**config.mk**
```make
export PLATFORM = sky130hd
export DESIGN_NAME = uart_tx_mmio
export DESIGN_NICKNAME = d
export VERILOG_FILES = /design/src/rtl/uart_tx_mmio.sv
export SDC_FILE = /design/constraint.sdc
export NUM_CORES = 1
export LEC_CHECK = 0
export CORE_AREA = 5 5 114 116
export DETAILED_ROUTE_END_ITERATION = 6
export DIE_AREA = 0 0 119 121
export MAX_ROUTING_LAYER = met4
export PLACE_DENSITY = 0.75
export SYNTH_ARGS = -nofsm -noshare
export SYNTH_HDL_FRONTEND = slang
export SYNTH_SLANG_ARGS = --single-unit
```
**constraint.sdc**
```tcl
create_clock -name clk -period 2.6 [get_ports clk]
set_input_delay 0.26 -clock clk [delete_from_list [all_inputs] [get_ports clk]]
set_output_delay 0.26 -clock clk [all_outputs]
set_load 0.01 [all_outputs]
```
**src/rtl/uart_tx_mmio.sv**
```systemverilog
// Memory-mapped 8N1 UART transmitter with a small TX FIFO, programmable
// bit period and registered status read-back on the CPU data bus.
module uart_tx_mmio #(
  parameter int unsigned FIFO_DEPTH  = 4,
  parameter logic [15:0] DEFAULT_DIV = 16'd3
) (
  input  logic        clk,
  input  logic        rst,
  input  logic        sel,
  input  logic [3:0]  wen,
  input  logic [21:0] addr,
  input  logic [31:0] wdata,
  output logic [31:0] rdata,
  output logic        txd,
  output logic        idle
);

  localparam int unsigned PW      = $clog2(FIFO_DEPTH);
  localparam int unsigned CW      = $clog2(FIFO_DEPTH) + 1;
  localparam int unsigned DIV_W   = 16;
  localparam int unsigned BIT_W   = 3;
  localparam int unsigned BYTE_W  = 8;

  typedef enum logic [1:0] {S_IDLE, S_START, S_DATA, S_STOP} state_t;

  state_t             state_q, state_d;
  logic [BYTE_W-1:0]  fifo_mem [FIFO_DEPTH];
  logic [PW-1:0]      wr_ptr_q, rd_ptr_q;
  logic [CW-1:0]      count_q, count_d;
  logic               overflow_q;
  logic [DIV_W-1:0]   div_q;
  logic [DIV_W-1:0]   period_q, period_d;
  logic [DIV_W-1:0]   tick_q, tick_d;
  logic [BIT_W-1:0]   bit_q, bit_d;
  logic [BYTE_W-1:0]  shreg_q, shreg_d;
  logic               txd_d;
  logic [31:0]        rd_val;

  logic               full, empty, busy;
  logic               push_req, push_ok, pop;
  logic               ovf_set, ovf_clr, div_wr;
  logic               tick_end;
  logic               unused_bits;

  assign unused_bits = ^{addr[21:2], wen[3:2], wdata[31:16]};

  // Bus decode and FIFO handshake
  assign full     = (count_q == CW'(FIFO_DEPTH));
  assign empty    = (count_q == '0);
  assign busy     = (state_q != S_IDLE);
  assign pop      = (state_q == S_IDLE) & ~empty;
  assign push_req = sel & wen[0] & (addr[1:0] == 2'd0);
  assign push_ok  = push_req & (~full | pop);
  assign ovf_set  = push_req & full & ~pop;
  assign ovf_clr  = sel & wen[0] & (addr[1:0] == 2'd1) & wdata[3];
  assign div_wr   = sel & (addr[1:0] == 2'd2);
  assign tick_end = (tick_q == period_q);

  // FIFO occupancy after this edge
  always_comb begin
    count_d = count_q;
    case ({push_ok, pop})
      2'b10:   count_d = count_q + CW'(1);
      2'b01:   count_d = count_q - CW'(1);
      default: count_d = count_q;
    endcase
  end

  // FIFO storage; entries only written on an accepted push
  always_ff @(posedge clk) begin
    if (push_ok) fifo_mem[wr_ptr_q] <= wdata[BYTE_W-1:0];
  end

  // FIFO pointers, occupancy and sticky overflow (set beats clear)
  always_ff @(posedge clk or posedge rst) begin
    if (rst) begin
      wr_ptr_q   <= '0;
      rd_ptr_q   <= '0;
      count_q    <= '0;
      overflow_q <= 1'b0;
    end else begin
      if (push_ok) wr_ptr_q <= wr_ptr_q + PW'(1);
      if (pop)     rd_ptr_q <= rd_ptr_q + PW'(1);
      count_q <= count_d;
      if (ovf_set)      overflow_q <= 1'b1;
      else if (ovf_clr) overflow_q <= 1'b0;
    end
  end

  // Bit-period divider register, byte-writable
  always_ff @(posedge clk or posedge rst) begin
    if (rst) begin
      div_q <= DEFAULT_DIV;
    end else if (div_wr) begin
      if (wen[0]) div_q[7:0]  <= wdata[7:0];
      if (wen[1]) div_q[15:8] <= wdata[15:8];
    end
  end

  // Register read mux on pre-edge state
  always_comb begin
    rd_val = '0;
    case (addr[1:0])
      2'd1:    rd_val = {28'd0, overflow_q, busy, empty, full};
      2'd2:    rd_val = {16'd0, div_q};
      default: rd_val = '0;
    endcase
  end

  // Registered read data, zero when not selected so responders can be OR-ed
  always_ff @(posedge clk or posedge rst) begin
    if (rst) rdata <= '0;
    else     rdata <= sel ? rd_val : '0;
  end

  // Framing FSM next state; txd is computed for the state being entered
  always_comb begin
    state_d  = state_q;
    tick_d   = tick_q;
    bit_d    = bit_q;
    shreg_d  = shreg_q;
    period_d = period_q;
    txd_d    = txd;
    case (state_q)
      S_IDLE: begin
        txd_d = 1'b1;
        if (!empty) begin
          shreg_d  = fifo_mem[rd_ptr_q];
          period_d = div_q;
          tick_d   = '0;
          state_d  = S_START;
          txd_d    = 1'b0;
        end
      end
      S_START: begin
        if (tick_end) begin
          tick_d  = '0;
          bit_d   = '0;
          state_d = S_DATA;
          txd_d   = shreg_q[0];
        end else begin
          tick_d = tick_q + DIV_W'(1);
        end
      end
      S_DATA: begin
        if (tick_end) begin
          tick_d = '0;
          if (bit_q == BIT_W'(7)) begin
            state_d = S_STOP;
            txd_d   = 1'b1;
          end else begin
            bit_d   = bit_q + BIT_W'(1);
            shreg_d = shreg_q >> 1;
            txd_d   = shreg_q[1];
          end
        end else begin
          tick_d = tick_q + DIV_W'(1);
        end
      end
      S_STOP: begin
        if (tick_end) begin
          tick_d  = '0;
          state_d = S_IDLE;
          txd_d   = 1'b1;
        end else begin
          tick_d = tick_q + DIV_W'(1);
        end
      end
      default: begin
        state_d = S_IDLE;
        txd_d   = 1'b1;
      end
    endcase
  end

  // Framing FSM registers plus registered txd/idle outputs
  always_ff @(posedge clk or posedge rst) begin
    if (rst) begin
      state_q  <= S_IDLE;
      tick_q   <= '0;
      bit_q    <= '0;
      shreg_q  <= '0;
      period_q <= '0;
      txd      <= 1'b1;
      idle     <= 1'b1;
    end else begin
      state_q  <= state_d;
      tick_q   <= tick_d;
      bit_q    <= bit_d;
      shreg_q  <= shreg_d;
      period_q <= period_d;
      txd      <= txd_d;
      idle     <= (state_d == S_IDLE) && (count_d == '0);
    end
  end

endmodule
```
# After elaboration in Yosys (flattened, before gate mapping)
# Memory sizes are Yosys's and may differ from the RTL's.
# Index checks and enable logic that the tools add are counted.
dict set report word_totals {
  reg_bits 103
  mem_bits_rw 32
  in_bits 61
  output_inout_bits 34
  wordCells 96
  n_memories 1
}
# memory depth word_bits read_ports rd_clocked_by_memory_dff wr line
set memory_table {}
lappend memory_table {fifo_mem 4 8 1 0 1 27} ;# logic [BYTE_W-1:0] fifo_mem [FIFO_DEPTH];
dict set report op_classes {
  addsub 6
  eq_ne 15
  mux 30
  n_bitwise 13
  n_reduce_logical 17
}
# operator count
set ops {}
lappend ops {{$pmux W16 S2} 2}
lappend ops {{$mux W16} 2}
lappend ops {{$mux W32} 1}
lappend ops {{$mux W8} 3}
lappend ops {{$add A16 B1 Y16 const B} 1}
lappend ops {{$eq A16 B16 Y1} 1}
lappend ops {{$pmux W8 S2} 1}
lappend ops {{$pmux W3 S2} 2}
lappend ops {{$mux W2} 5}
lappend ops {{$ne A2 B2 Y1 const B} 5}
lappend ops {{$and A1 B1 Y1} 9}
lappend ops {{$mux W1} 9}
lappend ops {{$mux W3} 3}
lappend ops {{$eq A2 B2 Y1 const B} 4}
lappend ops {{$pmux W2 S4} 1}
lappend ops {{$reduce_and A4 Y1} 2}
lappend ops {{$reduce_bool A2 Y1} 4}
lappend ops {{$add A3 B1 Y3 const B} 2}
lappend ops {{$eq A2 B1 Y1 const B} 3}
lappend ops {{$eq A3 B3 Y1 const B} 2}
lappend ops {{$logic_not A2 Y1} 3}
lappend ops {{$logic_not A3 Y1} 2}
lappend ops {{$reduce_and A2 Y1} 3}
lappend ops {{$add A2 B1 Y2 const B} 2}
lappend ops {{7 further kinds} 9}

# Longest topological paths before layout
# Gate-level depths: netlist of the first run.
dict set report logic_depth {
  depth_word 9
  ltp_mapped 10
  depth_no_buf 9
}

# Least setup slack after synthesis of the first run
# OpenSTA, ideal clock, no wires.
dict set report synth_path {
  path_kind {reg2reg}
  start {reg state_q[0]}
  end {reg idle}
  setup_ns 0.073
  arrival_time_ns 2.200
  t_required_ns 2.527
  setup_slack_ns 0.327
  path_stages_with_launch 11
  path_buffers 2
  synth_period_minus_slack_ns 2.273
  cell_sequence {dfrtp_1 -> or2_0 -> clkbuf_1 -> nor2_1 -> buf_2 -> nand2_1 -> fa_1 -> and3_1 -> a22oi_1 -> o22a_1 -> a21oi_1}
}
dict set report synth_via {
  elab_chain_len 8
  elab_cells_between_ends 19
  classes_between {eq/ne: 5; mux: 7; bitwise: 3; reduce/logical: 4}
}
# item line
set synth_lines {}
lappend synth_lines {{start: declaration} 26} ;# state_t state_q, state_d;
lappend synth_lines {{start signal: assignment} 187} ;# state_q <= state_d;
lappend synth_lines {{$logic_not A2 Y1} {51, 124}}
lappend synth_lines {{$and A1 B1 Y1} 51} ;# assign pop = (state_q == S_IDLE) & ~empty;
lappend synth_lines {{$or A1 B1 Y1} 53} ;# assign push_ok = push_req & (~full | pop);
lappend synth_lines {{$and A1 B1 Y1} 53}
lappend synth_lines {{$eq A2 B1 Y1 or $eq A2 B2 Y1 (tied branches)} 62} ;# case ({push_ok, pop})
lappend synth_lines {{$pmux W3 S2} 62}
lappend synth_lines {{$logic_not A3 Y1} 193} ;# idle <= (state_d == S_IDLE) && (count_d == '0);
lappend synth_lines {{$logic_and A1 B1 Y1 (*)} 193}
lappend synth_lines {{end signal: assignment} 193}
lappend synth_lines {{end: declaration} 15} ;# output logic idle
# Every way passes the cells marked *; elsewhere a longest branch is shown, timed or not.
# A chain may end at the register's enable or synchronous reset.

# Worst setup path after layout of the first run
dict set report layout_path {
  start {reg tick_q[13]}
  end {reg bit_q[2]}
}
dict set report layout_via {
  elab_chain_len 3
  elab_cells_between_ends 4
  classes_between {eq/ne: 3; reduce/logical: 1}
}
# item line
set layout_lines {}
lappend layout_lines {{start: declaration} 33} ;# logic [DIV_W-1:0] tick_q, tick_d;
lappend layout_lines {{start signal: assignment} 188} ;# tick_q <= tick_d;
lappend layout_lines {{$eq A16 B16 Y1 (*)} 57} ;# assign tick_end = (tick_q == period_q);
lappend layout_lines {{$ne A2 B2 Y1 (no line)} -}
lappend layout_lines {{$reduce_and A4 Y1 (no line) (*)} -}
lappend layout_lines {{end signal: assignment} 189} ;# bit_q <= bit_d;
lappend layout_lines {{end: declaration} 34} ;# logic [BIT_W-1:0] bit_q, bit_d;
# Marks and branches as above.

==> results.json, run 1 <==
{
  "grt_pass1_wl_um": 19570,
  "final_util": 0.5669,
  "regToRegSetupSlack_ns": 0.34,
  "rows": 40,
  "syn_inst": 433,
  "total_power_mw": 6.604,
  "clockBufferDepth": 2,
  "wl_per_cell_um": 18.14,
  "io_buffer_count": 40,
  "power.density_mw_per_mm2": 986.2,
  "grt_max_degree": 59,
  "antenna_found_initial": 0,
  "path_cells": "xor2_1, nor4_2, and4_1, nand2_1, o31ai_1",
  "drv_slew": 0,
  "critPathMaxStageDelay_ns": 0.66,
  "outcome": "finished clean",
  "ant_nets": 0,
  "max-cap-violations": 0,
  "min_period_ns": 2.261,
  "synth_area_per_cell_um2": 12.80,
  "clkLatencyLatePin_ns": 0.40,
  "cp-end-kind": "flip-flop",
  "track_usage": 0.1773,
  "antenna_cells": 0,
  "ys.flop_type": "dfrtp_1",
  "dp_hpwl_um": 7710,
  "setup-tns-final_ns": 0,
  "hp-class": "input port to async pin",
  "crit_required_ns": 2.90,
  "synth-seq-cells": 119,
  "hold_violations": 0,
  "area_growth_syn_to_layout_pct": 20.87,
  "via_count": 3640,
  "setup_viol": 0,
  "synth_compound_area_frac": 0.08830,
  "drt_iter0_markers": 262,
  "ctsHoldBuffers": 0,
  "wirelength_um": 11700,
  "dp.cells": 613,
  "clock-sinks": 119,
  "cp-start-kind": "flip-flop",
  "route.detailed.drc": 0,
  "crit_type": "flip-flop to flip-flop",
  "cp_max_fo": 15,
  "gr-total-overflow": 0,
  "synth_cell_types": 62,
  "muxShareOfSynthArea": 0.1050,
  "placed_area_mm2": 0.006085,
  "max_slew_margin": 0.4730,
  "cts_tree": "yes",
  "die_area_mm2": 0.01440,
  "final.period_utilization": 0.8696,
  "core_mm2": 0.01181,
  "drtPass1Iterations": 5,
  "start_util": 0.4691,
  "cts_made_buffers": 17,
  "peakVddDrop_mv": 0.6084,
  "finalNonFillerCells": 645,
  "synth_adder_area_share": 0.02620,
  "tightestPinTransition_ns": 0.7876,
  "leakage_nw": 2.827,
  "postCtsSetupBuffers": 0,
  "cp-startpoint": "tick_q[13]",
  "path_clk_slew_ns": 0.06,
  "slowest_stage": "and4_1",
  "final_nets": 557,
  "worstPathArrival_ns": 2.56,
  "die_h_um": 121,
  "rr_startpoint": "tick_q[13]",
  "vias_per_cell": 5.643,
  "die_x_um": 119,
  "netlist_area_mm2": 0.005540,
  "place_congestion": 0.8704,
  "cts_root_buffer": "clkbuf_16",
  "ys_seq_area_frac": 0.5673,
  "final_design_area_no_fill_mm2": 0.006696,
  "synth-async-reset-ratio": 0.7311,
  "yosys.area_share.simple": 0.1143,
  "ys_warn_count": 0,
  "ctsResizeCount": 0,
  "clock.fmax_mhz": 442.3,
  "drive_gt1_frac": 0.2129,
  "path_delay_family": "simple AND/OR/NAND/NOR gates",
  "synth_top_family_by_area": "simple AND/OR/NAND/NOR gates",
  "rsz0062_at_grt": "no",
  "fin_skew_ns": 0.008903,
  "path_buf_inv": 0,
  "grt_pass1_vias": 3779,
  "ioPinCount": 95,
  "synth-xor-area-share": 0.04381,
  "synth_edf_count": 32,
  "cts_max_level": 4
}
[routing by layer]
| layer | up-vias | part of all wire | global-route usage |
|---|---|---|---|
| li1 | 1657 | - | - |
| met1 | 1827 | 0.43 | 0.2279 |
| met2 | 137 | 0.50 | 0.2783 |
| met3 | 19 | 0.056 | 0.04242 |
| met4 | 0 | 0.016 | 0.06083 |
| met5 | - | 0 | - |
[kinds of logic (layout without fill, tap and decap cells)]
| logic type | Yosys count | in the layout |
|---|---|---|
| AO/OA/AOI/OAI | 66 | 66 |
| XOR/XNOR | 26 | 26 |
| AND/OR/NAND/NOR | 110 | 110 |
| multiplexers | 44 | 44 |
| other | 1 | 16 |
| flip-flops | 119 | 119 |
| buffers and inverters | 56 | 106 |
| adder cells (fa/ha/maj) | 11 | 11 |
[per-stage QoR]
| step | hold WS (ns) | setup slack (ns) |
|---|---|---|
| global placement | 0.4885 | 0.1797 |
| global route | 0.2599 | 0.06909 |
| CTS | 0.2140 | 0.2983 |
| detailed placement | 0.4980 | 0.1478 |
| finish | 0.2033 | 0.3391 |
| floorplan | 0.3589 | 0.09642 |
[report_power, final]
part | internal (mW) | switching [mW]
logic | 0.777 | 0.700
clock network | 1.59 | 0.806
registers | 2.32 | 0.410
[cells in the final DEF, fill, tap and decap left out, types with 5 or more instances in the layout]
cell type         n
clkdlybuf4s50_1  40
nand4_1           6
nor2_1           20
o21ai_1           6
nand2_1          23
edfxtp_1         32
clkinv_2          7
nand3_1          11
mux2_2           33
xnor2_1           8
clkbuf_16        17
inv_1            16
and3_1           15
nand2b_1          6
dfrtp_1          83
a2bb2oi_1         7
buf_4            16
ha_1             10
a31oi_1          10
o2bb2ai_1         6
xor2_1           16
and2_1            6
conb_1           16
mux4_2            8
a22oi_1           5
o21ai_0           5
[state kept, by name, summed over array words and instances (netlist names)]
name,count
wr_ptr_q,2
txd,1
overflow_q,1
period_q,16
shreg_q,8
fifo_mem,32
state_q,2
idle,1
bit_q,3
rdata,16
rd_ptr_q,2
div_q,16
tick_q,16
count_q,3
[synth_stat cells (all sizes together) (2+ instances only)]
cell	count	area (um2)
a21oi	4	20.02
a22oi	5	37.54
a2bb2oi	7	61.31
a31oi	10	62.56
a32o	2	20.02
and2	6	37.54
and3	15	93.84
and4	3	26.28
buf	28	196.4
clkbuf	11	41.29
dfrtp	83	2077
dfstp	4	105.1
edfxtp	32	960.9
ha	10	125.1
inv	17	63.81
mux2	33	371.6
mux2i	3	30.03
mux4	8	180.2
nand2	23	86.33
nand2b	6	37.54
nand3	11	55.05
nand4	7	58.81
nor2	20	75.07
nor3	3	15.01
nor4	6	71.32
nor4b	2	23.77
o21ai	11	55.05
o22ai	5	37.53
o2bb2ai	6	52.55
o311ai	2	17.52
o31ai	4	30.03
or2	2	12.52
or3	3	18.77
xnor2	8	70.07
xor2	18	172.7
[final cells by class]
class / count / area [um2]
clock buffer: 18 / 429.2
clock inverter: 14 / 182.7
fill: 917 / 5115
inverter: 17 / 65.06
multi-input combinational: 273 / 2152
sequential: 119 / 3143
tap: 147 / 183.9
timing repair buffer: 57 / 540.5
[path summary, 6_finish.rpt]
path,cells past startpoint,end
worst min register to register,1,overflow_q
max in group asynchronous,3,txd
min in group clk,2,div_q[11]
worst min-delay path,2,div_q[7]
worst max-delay path,5,bit_q[2]
worst max register to register,5,bit_q[2]
(Power assumes the default switching activity.)
==> inputs of run 2 (changes only) <==
GPL_ROUTABILITY_DRIVEN = 0   (was unset)
PLACE_DENSITY = 0.84   (was 0.75)
==> results.json, run 2 (synthesis gave the netlist of run 1 again) <==
{
  "outcome": "finished clean",
  "final_design_area_no_fill_mm2": 0.006698,
  "postCtsSetupBuffers": 0,
  "die_area_mm2": 0.01440,
  "final-seq-area_mm2": 0.003143,
  "clkLatencyLatePin_ns": 0.41,
  "cp-start-kind": "flip-flop",
  "dp.cells": 610,
  "cts_made_buffers": 17,
  "antenna_found_initial": 0,
  "power.density_mw_per_mm2": 1008,
  "worst_slack_ns": 0.3057,
  "dp_hpwl_um": 8153,
  "hold_violations": 0,
  "ant_nets": 0,
  "max-cap-violations": 0,
  "p_int_mw": 4.775,
  "setup-tns-final_ns": 0,
  "regToRegSetupSlack_ns": 0.31,
  "cp-end-kind": "flip-flop",
  "fin_skew_ns": 0.009408,
  "hp-class": "input port to async pin",
  "crit_required_ns": 2.87,
  "largest_reg_flops": 32,
  "ctsResizeCount": 0,
  "total_power_mw": 6.750,
  "vias_per_cell": 5.858,
  "peakVddDrop_mv": 0.7017,
  "finalNonFillerCells": 642,
  "track_usage": 0.1885,
  "ctsHoldBuffers": 0,
  "drive_gt1_frac": 0.2000,
  "cts_tree": "yes",
  "die_h_um": 121,
  "cts_max_level": 4,
  "leakage_nw": 2.814,
  "clock.fmax_mhz": 435.9,
  "top_register": "fifo_mem",
  "hold_slack_ns": 0.1964,
  "pre_cts_ws_ns": 0.1098,
  "p_seq_frac": 0.408,
  "wirelength_um": 12630,
  "worstPathArrival_ns": 2.56,
  "clockPowerShare": 0.373,
  "antenna_cells": 0,
  "setup_viol": 0,
  "rows": 40,
  "route.detailed.drc": 0,
  "die_x_um": 119,
  "area_growth_syn_to_layout_pct": 20.89,
  "grt_pass1_wl_um": 20330,
  "final.period_utilization": 0.8824,
  "rsz0062_at_grt": "no",
  "ioPinCount": 95,
  "final_util": 0.5671,
  "start_util": 0.4691,
  "clock-sinks": 119,
  "final_nets": 554,
  "min_period_ns": 2.294,
  "switching_share": 0.2925,
  "gr-total-overflow": 0,
  "drtPass1Iterations": 5,
  "cp_max_fo": 10,
  "clockBufferDepth": 2,
  "core_mm2": 0.01181,
  "grt_max_degree": 61,
  "p_switching_mw": 1.975,
  "tightestPinTransition_ns": 0.7862,
  "final_common_cell": "dfrtp_1",
  "fillCellCount": 896,
  "max_slew_margin": 0.4739,
  "rr_startpoint": "count_q[2]",
  "multi_input_area_mm2": 0.002152,
  "placed_area_mm2": 0.006062,
  "io_buffer_count": 40,
  "worstRegToRegCells": 8,
  "drv_slew": 0,
  "cts_root_buffer": "clkbuf_16",
  "crit_type": "flip-flop to flip-flop",
  "grt_pass1_vias": 3958,
  "mostFrequentLayoutCells": "dfrtp_1 (83), clkdlybuf4s50_1 (40), mux2_2 (33)",
  "path_clk_slew_ns": 0.06,
  "r2r_end": "count_q[2]",
  "wl_per_cell_um": 19.67,
  "via_count": 3761,
  "power.share.combinational": 0.219,
  "drt_iter0_markers": 429
}
[run 2: cell count changes in the layout (fill, tap and decap cells not counted)]
cell,delta
clkinv_2,-6
buf_4,-3
bufinv_16,+1
clkinv_4,+1
clkinv_1,+4
[run 2: critical path, cell delays in order, from the launching register on]
cell	delay [ns]
dfrtp_1	0.56
nor3_1	0.11
nor2_1	0.18
nand2_1	0.10
fa_1	0.47
nor3_1	0.30
inv_1	0.12
a31oi_1	0.19
o21ai_0	0.12
[run 2: per-layer routing]
layer  global-route usage  wire length [um]  up-vias
li1                     -                 -     1655
met1               0.2155              5046     1895
met2               0.3080              6408      174
met3              0.04709               717       37
met4              0.09993               457        0
met5                    -                 0        -
[run 2: worst max-delay path by stage]
stage                     slack, ns    endpoint  cells after the start        from
after floorplan                 0.1    bit_q[0]                      1         rst
after global routing           0.16        idle                      8  count_q[2]
after CTS                      0.35        idle                      8  count_q[2]
after global placement         0.18        idle                     10     addr[0]
after detailed placement       0.11  count_q[2]                     10     addr[0]
final                          0.31  count_q[2]                      8  count_q[2]
[run 2: area by class of cell]
type	count	share of cell area
inverter	17	0.009714
clock buffer	18	0.06408
clock inverter	14	0.03082
sequential	119	0.4693
timing repair buffer	54	0.07734
multi-input combinational	273	0.3213
tap	147	0.02746
[run 2: power groups by stage]
stage	Clock (mW)	Combinational, mW	Sequential [mW]
6_report	2.52	1.48	2.75
3_5_place_dp	0	1.45	2.75
3_3_place_gp	0	1.36	2.73
4_1_cts	2.53	1.48	2.74
2_1_floorplan	0	1.21	2.58
5_1_grt	2.64	1.62	2.80
==> inputs of run 3 (changes only) <==
GPL_TIMING_DRIVEN = 0   (was unset)
==> results.json, run 3 (synthesis gave the netlist of run 1 again) <==
{
  "cts_made_buffers": 17,
  "clockPowerShare": 0.349,
  "crit_required_ns": 2.93,
  "peakVddDrop_mv": 0.6580,
  "rows": 40,
  "io_buffer_count": 39,
  "dp.cells": 635,
  "clkLatencyLatePin_ns": 0.41,
  "route.detailed.drc": 0,
  "antenna_found_initial": 0,
  "p_switching_mw": 1.979,
  "cp_max_fo": 10,
  "drv_slew": 0,
  "start_util": 0.4691,
  "fin_skew_ns": 0.007884,
  "top_register": "fifo_mem",
  "cts_root_buffer": "clkbuf_16",
  "drtPass1Iterations": 5,
  "ioPinCount": 95,
  "final_common_cell": "dfrtp_1",
  "postCtsSetupBuffers": 0,
  "area_growth_syn_to_layout_pct": 22.92,
  "final.period_utilization": 0.9990,
  "grt_pass1_vias": 3969,
  "track_usage": 0.1896,
  "clock-sinks": 119,
  "tightestPinTransition_ns": 0.7903,
  "drive_gt1_frac": 0.2259,
  "cts_tree": "yes",
  "drt_iter0_markers": 345,
  "antenna_cells": 0,
  "wl_per_cell_um": 19.18,
  "worstRegToRegCells": 9,
  "clockBufferDepth": 2,
  "min_period_ns": 2.597,
  "gr-total-overflow": 0,
  "regToRegSetupSlack_ns": 0.04,
  "finalNonFillerCells": 665,
  "final_nets": 577,
  "vias_per_cell": 5.722,
  "hold_violations": 0,
  "grt_max_degree": 77,
  "power.density_mw_per_mm2": 968.7,
  "clock.fmax_mhz": 385.0,
  "outcome": "finished clean",
  "die_x_um": 119,
  "r2r_end": "idle",
  "cts_max_level": 4,
  "final_util": 0.5766,
  "p_seq_frac": 0.410,
  "via_count": 3805,
  "dp_hpwl_um": 8356,
  "setup_viol": 0,
  "pre_cts_ws_ns": -0.4341,
  "cp-end-kind": "flip-flop",
  "worstPathArrival_ns": 2.93,
  "switching_share": 0.3000,
  "die_h_um": 121,
  "hp-class": "input port to async pin",
  "wirelength_um": 12760,
  "leakage_nw": 2.889,
  "max_slew_margin": 0.4712,
  "power.share.combinational": 0.241,
  "core_mm2": 0.01181,
  "die_area_mm2": 0.01440,
  "ant_nets": 0,
  "ctsHoldBuffers": 0,
  "crit_type": "input port to flip-flop",
  "grt_pass1_wl_um": 20760,
  "largest_reg_flops": 32,
  "rr_startpoint": "count_q[2]",
  "mostFrequentLayoutCells": "dfrtp_1 (83), clkdlybuf4s50_1 (39), mux2_2 (33)",
  "cp-start-kind": "input port",
  "p_int_mw": 4.618,
  "setup-tns-final_ns": 0,
  "max-cap-violations": 0,
  "path_clk_slew_ns": 0.06,
  "total_power_mw": 6.597,
  "worst_slack_ns": 0.002639
}
[run 3: cell types whose count changed in the layout (fill, tap and decap cells not counted), sizes merged]
| cell | previous run | this run |
|---|---|---|
| clkdlybuf4s50 | 40 | 39 |
| bufinv | 5 | 2 |
| buf | 14 | 29 |
| clkinv | 8 | 3 |
| clkbuf | 18 | 34 |
| inv | 16 | 17 |
[run 3: how the worst max path moves through the flow]
stage,from,end,slack [ns]
floorplan,rst,bit_q[0],0.1
global placement,rst,rdata[2],-1.14
detailed placement,addr[0],idle,-0.43
CTS,state_q[0],idle,0.02
global route,addr[0],idle,-0.04
finish,addr[0],idle,0.003
[run 3: power by group through the flow]
| stage | sequential [mW] | clock (mW) | combinational [mW] |
|---|---|---|---|
| detailed placement | 2.67 | 0 | 1.57 |
| floorplan | 2.58 | 0 | 1.21 |
| global placement | 2.64 | 0 | 1.46 |
| global route | 2.75 | 2.42 | 1.73 |
| finish | 2.70 | 2.31 | 1.59 |
| CTS | 2.69 | 2.32 | 1.58 |
[run 3: repair_timing]
item | CTS | global route
resized for setup | 5 | 3
endpoints found under the setup margin | 2 | 26
pin swaps | 0 | 1
gates cloned | 0 | 0
[run 3: through the flow]
| stage | instance area [um2] | hold slack, ns |
|---|---|---|
| after floorplan | 5597 | 0.3589 |
| after global placement | 6171 | 0.4863 |
| after detailed placement | 6201 | 0.5143 |
| after CTS | 6803 | 0.09633 |
| after global routing | 6810 | 0.1161 |
| final | 6810 | 0.1066 |
[run 3: cell type report]
type | count | area (um2)
clock inverter | 7 | 93.84
timing repair buffer | 40 | 417.9
fill | 882 | 5001
tap | 147 | 183.9
inverter | 17 | 66.31
buffer | 37 | 237.7
clock buffer | 25 | 496.7
multi-input combinational | 273 | 2171
sequential | 119 | 3143
[run 3: routing by layer]
layer	global-route usage	up-vias	share of wire
li1	-	1693	-
met1	0.2321	1912	0.41
met2	0.3126	175	0.51
met3	0.03636	25	0.058
met4	0.07531	0	0.020
met5	-	-	0
[run 3: worst max-delay path: stages]
cell	delay, ns
clkdlybuf4s50_1	0.51
inv_1	0.08
ha_1	0.20
nand3_1	0.17
clkbuf_2	0.29
nand2_1	0.12
fa_1	0.60
and3_1	0.20
a22oi_1	0.09
o22a_1	0.25
a21oi_1	0.17
